### config.mk
export PLATFORM = sky130hd
export DESIGN_NAME = mem_port_arbiter
export DESIGN_NICKNAME = d
export VERILOG_FILES = /design/src/rtl/mem_arb_pkg.sv /design/src/rtl/arb_id_fifo.sv /design/src/rtl/mem_port_arbiter.sv
export SDC_FILE = /design/constraint.sdc
export NUM_CORES = 1
export LEC_CHECK = 0
export ABC_CLOCK_PERIOD_IN_PS = 2500
export BUFFER_PORTS_ARGS = -buffer_cell sky130_fd_sc_hd__buf_2
export CORE_AREA = 2 2 110 112
export CTS_CLUSTER_DIAMETER = 150
export DETAILED_ROUTE_END_ITERATION = 12
export DIE_AREA = 0 0 112 114
export GPL_ROUTABILITY_DRIVEN = 1
export PLACE_DENSITY = 0.77
export SETUP_SLACK_MARGIN = 0.5
export SKIP_CTS_REPAIR_TIMING = 1
export SYNTH_ARGS = -nofsm -noshare
export SYNTH_HDL_FRONTEND = slang
export SYNTH_SLANG_ARGS = --single-unit
### constraint.sdc
create_clock -name clk -period 2.5 [get_ports clk]
set_clock_uncertainty 0.2 [all_clocks]
set_input_delay 0.375 -clock clk [delete_from_list [all_inputs] [get_ports clk]]
set_output_delay 0.375 -clock clk [all_outputs]
set_load 0.005 [all_outputs]
### src/rtl/mem_arb_pkg.sv
// Shared types for the two-port memory arbiter: port IDs and the per-port request bundle.
package mem_arb_pkg;

    localparam int PORT_COUNT = 2;

    typedef logic port_id_t;

    typedef struct packed {
        logic        we;
        logic [3:0]  be;
        logic [31:0] addr;
        logic [31:0] wdata;
    } mem_req_t;

endpackage

### src/rtl/arb_id_fifo.sv
// In-order FIFO of granted port IDs; zero-latency head, push refused when full unless a pop frees a slot.
// Backpressure: the caller must gate its requests on full/count.
module arb_id_fifo
    import mem_arb_pkg::*;
#(
    parameter int DEPTH = 2
) (
    input  logic                       clk,
    input  logic                       rst_n,
    input  logic                       push,
    input  port_id_t                   push_dat,
    input  logic                       pop,
    output port_id_t                   head_dat,
    output logic                       full,
    output logic                       empty,
    output logic [$clog2(DEPTH+1)-1:0] count
);
    localparam int CW = $clog2(DEPTH + 1);
    localparam int PW = (DEPTH > 1) ? $clog2(DEPTH) : 1;

    port_id_t        mem_q [DEPTH];
    logic [PW-1:0]   wr_ptr_q;
    logic [PW-1:0]   rd_ptr_q;
    logic [CW-1:0]   count_q;
    logic            do_push;
    logic            do_pop;

    function automatic logic [PW-1:0] wrap_inc(input logic [PW-1:0] ptr);
        return (ptr == PW'(DEPTH - 1)) ? '0 : ptr + PW'(1);
    endfunction

    assign full     = (count_q == CW'(DEPTH));
    assign empty    = (count_q == '0);
    assign count    = count_q;
    assign head_dat = mem_q[rd_ptr_q];
    assign do_pop   = pop & ~empty;
    assign do_push  = push & (~full | do_pop);

    always_ff @(posedge clk) begin
        if (!rst_n) begin
            wr_ptr_q <= '0;
            rd_ptr_q <= '0;
            count_q  <= '0;
        end else begin
            if (do_push) begin
                mem_q[wr_ptr_q] <= push_dat;
                wr_ptr_q        <= wrap_inc(wr_ptr_q);
            end
            if (do_pop) begin
                rd_ptr_q <= wrap_inc(rd_ptr_q);
            end
            if (do_push && !do_pop) begin
                count_q <= count_q + CW'(1);
            end else if (do_pop && !do_push) begin
                count_q <= count_q - CW'(1);
            end
        end
    end

endmodule

### src/rtl/mem_port_arbiter.sv
// Round-robin merge of two req/gnt/rvalid ports onto one memory port; 0-cycle request path, responses routed in order.
// Backpressure: requestors stall on missing mem_gnt_i or when MAX_OUTSTANDING responses are pending.
module mem_port_arbiter
    import mem_arb_pkg::*;
#(
    parameter int MAX_OUTSTANDING = 2,
    parameter bit RESET_PRIORITY  = 1'b0
) (
    input  logic        clk,
    input  logic        rst_n,
    input  logic [1:0]  s_req_i,
    input  logic [1:0]  s_we_i,
    input  logic [63:0] s_addr_i,
    input  logic [63:0] s_wdata_i,
    input  logic [7:0]  s_be_i,
    output logic [1:0]  s_gnt_o,
    output logic [1:0]  s_rvalid_o,
    output logic [31:0] s_rdata_o,
    output logic [1:0]  s_error_o,
    output logic        mem_req_o,
    output logic        mem_we_o,
    output logic [31:0] mem_addr_o,
    output logic [31:0] mem_wdata_o,
    output logic [3:0]  mem_be_o,
    input  logic        mem_gnt_i,
    input  logic        mem_rvalid_i,
    input  logic [31:0] mem_rdata_i,
    input  logic        mem_error_i,
    output logic        spurious_rvalid_o
);
    localparam int CW = $clog2(MAX_OUTSTANDING + 1);

    mem_req_t       port_req [PORT_COUNT];
    mem_req_t       mem_fields;
    port_id_t       sel;
    port_id_t       last_q;
    port_id_t       lock_id_q;
    logic           lock_vld_q;
    logic           spurious_q;
    logic           hs;
    logic           resp;
    port_id_t       head;
    logic           fifo_full;
    logic           fifo_empty;
    logic [CW-1:0]  fifo_count;

    always_comb begin
        for (int p = 0; p < PORT_COUNT; p++) begin
            port_req[p] = '{we:    s_we_i[p],
                            be:    s_be_i[4*p +: 4],
                            addr:  s_addr_i[32*p +: 32],
                            wdata: s_wdata_i[32*p +: 32]};
        end
    end

    // A stalled request keeps its port until granted so memory sees stable fields.
    always_comb begin
        if (lock_vld_q && s_req_i[lock_id_q]) begin
            sel = lock_id_q;
        end else if (&s_req_i) begin
            sel = ~last_q;
        end else begin
            sel = s_req_i[1];
        end
    end

    assign mem_req_o   = rst_n & s_req_i[sel] & (fifo_count < CW'(MAX_OUTSTANDING));
    assign mem_fields  = mem_req_o ? port_req[sel] : '0;
    assign mem_we_o    = mem_fields.we;
    assign mem_be_o    = mem_fields.be;
    assign mem_addr_o  = mem_fields.addr;
    assign mem_wdata_o = mem_fields.wdata;
    assign hs          = mem_req_o & mem_gnt_i;
    assign resp        = mem_rvalid_i & ~fifo_empty;
    assign s_rdata_o   = resp ? mem_rdata_i : '0;
    assign spurious_rvalid_o = spurious_q;

    always_comb begin
        s_gnt_o          = '0;
        s_rvalid_o       = '0;
        s_error_o        = '0;
        s_gnt_o[sel]     = hs;
        s_rvalid_o[head] = resp;
        s_error_o[head]  = resp & mem_error_i;
    end

    always_ff @(posedge clk) begin
        if (!rst_n) begin
            last_q     <= port_id_t'(!RESET_PRIORITY);
            lock_vld_q <= 1'b0;
            lock_id_q  <= '0;
            spurious_q <= 1'b0;
        end else begin
            lock_vld_q <= mem_req_o & ~mem_gnt_i;
            if (mem_req_o) begin
                lock_id_q <= sel;
            end
            if (hs) begin
                last_q <= sel;
            end
            if (mem_rvalid_i && fifo_empty) begin
                spurious_q <= 1'b1;
            end
        end
    end

    arb_id_fifo #(
        .DEPTH (MAX_OUTSTANDING)
    ) u_id_fifo (
        .clk      (clk),
        .rst_n    (rst_n),
        .push     (hs),
        .push_dat (sel),
        .pop      (mem_rvalid_i),
        .head_dat (head),
        .full     (fifo_full),
        .empty    (fifo_empty),
        .count    (fifo_count)
    );

    a_no_req_when_full: assert property (@(posedge clk) disable iff (!rst_n)
        fifo_full |-> !mem_req_o);
    a_count_bounded: assert property (@(posedge clk) disable iff (!rst_n)
        fifo_count <= CW'(MAX_OUTSTANDING));

endmodule

==> results.cfg <==
[status]
status = finished, final reports clean

[routing]
drc = 0
num_vias = 5440
drtIter0Drc = 580
drt-total-wl_um = 16200
vias_per_cell = 5.96
drt_first_pass_iters = 5
wl_per_cell_um = 17.8
ant_nets = 0

[synthesis]
synth-simple-area-share = 0.434
synth-seq-cells = 11
yosys.area.top_type = o2111ai_1
synth_common_cells = 70 x nand2_1, 70 x nand3_1, 69 x a22oi_1, 69 x o2111ai_1, 69 x or4_1
yosysUniqueCellTypes = 33
synth-xor-area-share = 0.00756
ys_seq_area_frac = 0.0692
netlist_area_um2 = 3470
synthMuxAreaShare = 0.00288
syn_avg_cell_area_um2 = 6.67
yosys.area_share.adder = 0.00360
synth-edff-count = 2
async_reset_ff_frac = 0
synth_compound_area_frac = 0.344
synth_top_cell_area_share = 0.174
yosys_most_used_dff = dfxtp_1
synth_warnings = 0
synth.net_count = 699
synth_top_family_by_area = simple AND/OR/NAND/NOR gates
yosys-top-cells-area = o2111ai_1 17%, a22oi_1 15%, or4_1 15%
syn_inst = 521

[layout]
register_area_um2 = 244
synthToLayoutAreaGrowth_pct = 60.2
design_area_um2 = 5560
fill_cells = 1170
nets = 944
drive_above_1_share = 0.478
multiInputGateArea_um2 = 2930

[clock_network]
cts_tree = yes
cts_max_path_buffers = 2
clock-sinks = 11
numCtsBuffers = 3
cts.clk_slew.worst_paths_ns = 0.04
clock_latency_ns = 0.23
cts.htree.levels = 1
ctsRootBufferMaster = clkbuf_16

[floorplanning]
initial_core_util = 0.297
num_rows = 40
die_h_um = 114
design.die.area_um2 = 12800
die_w_um = 112
io_pins = 286
core_um2 = 11700

[worst_setup_path]
cp-start-kind = flip-flop
crit_top_cell = buf_12
crit_slowest_cell = dfxtp_4
cp-end-kind = output pin
arrival_ns = 1.80
critPathMaxStageDelay_ns = 0.37
cp_cell_sequence = buf_12 > nor4bb_4 > buf_6 > buf_12 > a22oi_1 > nand3_1 > buf_2
worstPathMaxFanout = 17
worstPathRequired_ns = 1.92
critPathKind = flip-flop to output pin

[power_and_ir_drop]
p_leak_uw = 0.00265
p_per_area_nw_per_um2 = 566
finalPower_uw = 3150
ir_worst_vdd_mv = 0.513

[sta]
finalCritPeriodShare = 0.952
period_minus_slack_ns = 2.38
fmax_mhz = 420
setup_viol = 0
setup-tns-final_ns = 0
timing.max_slew.rel_slack = 0.704
slew_violations = 0
worst_slew_pin_slew_ns = 0.445
rsz0062_at_grt = true
hold_viol = 0

[place]
placed_cell_area_um2 = 4960
port_buffers = 285
globalplace.congestion = 0.809
post-dp-hpwl_um = 9860

[grt]
use_met1 = 0.248
grt_pass1_vias = 4428
grt_util_met2 = 0.349
grt.busiest_layer = met2
grt_pass1_wl_um = 21500
gr-usage-met3 = 0.0213
antenna_found_initial = 2
grt_overflow = 0
grt_usage = 0.195
grt_max_degree = 72

[worst_hold_path]
hp-class = input port to flip-flop

[run]
maxCapViolCount = 0
[power breakdown]
group	total, µW	leakage [µW]	switching, µW	internal (µW)
clock	291	0.0000382	77.0	214
combinational	2550	0.00252	1280	1270
sequential	302	0.0000935	64.2	238
total	3150	0.00265	1420	1720
[state kept, by name, indices dropped and copies added (netlist names), named ones only]
name / flops
last_q: 1
u_id_fifo.count: 2
spurious_rvalid_o: 1
u_id_fifo.wr_ptr_q: 1
lock_id_q: 1
u_id_fifo.rd_ptr_q: 1
lock_vld_q: 1
u_id_fifo.mem_q: 2
[logic make-up (layout without fill, tap and decap cells)]
logic type | after synthesis | in the layout
AND/OR/NAND/NOR | 269 | 269
AO/OA/AOI/OAI | 149 | 150
buffers and inverters | 87 | 330
flip-flops | 11 | 11
XOR/XNOR | 3 | 3
adder cells (fa/ha/maj) | 1 | 1
multiplexers | 1 | 1
other | 0 | 1
[worst paths after layout]
check	startpoint	endpoint	slack (ns)	cells past startpoint
setup / recovery	u_id_fifo.count[1]$_SDFFE_PN0P_	mem_wdata_o[28]	0.12	7
hold / removal	mem_gnt_i	lock_vld_q$_SDFF_PN0_	0.15	2
setup reg to reg	u_id_fifo.count[1]$_SDFFE_PN0P_	u_id_fifo.count[1]$_SDFFE_PN0P_	0.56	9
hold reg to reg	spurious_rvalid_o$_SDFFE_PN0P_	spurious_rvalid_o$_SDFFE_PN0P_	0.31	2
[worst max-delay path, delay by kind of cell, from the launching register on]
kind	cells	cell delay, ns
flops	1	0.37
simple gates	2	0.46
buf+inv	4	0.65
compound gates	1	0.10
[final cells by class]
type | instances | area share
antenna | 1 | 0.000450
clock buffer | 4 | 0.0142
inverter | 4 | 0.00315
multi-input combinational | 424 | 0.526
sequential | 11 | 0.0438
tap | 147 | 0.0331
timing repair buffer | 322 | 0.380
[layer usage]
metal  share of wire  vias to the layer above
met5               0                        -
met4           0.029                        0
met3           0.085                       30
met2            0.50                      324
met1            0.39                     2503
li1                -                     2583
[metrics by stage]
stage	setup slack, ns	instances	hold slack [ns]	util
global route	0.0688	913	0.157	0.475
detailed placement	0.283	890	0.291	0.423
global placement	0.280	890	0.275	0.423
CTS	0.0363	894	0.152	0.430
finish	0.120	913	0.150	0.475
floorplan	0.582	521	0.254	-
[cell usage in the layout, fill, tap and decap left out, drive strengths merged, types with 4 or more instances in the layout]
master     n
or4       69
clkbuf     9
nand3     70
and2      37
buf      317
inv        4
nor2b      5
o2111ai   69
nand2     70
a22oi     69
nor2       8
dfxtp      9
Power figures use the tool's default switching activity.
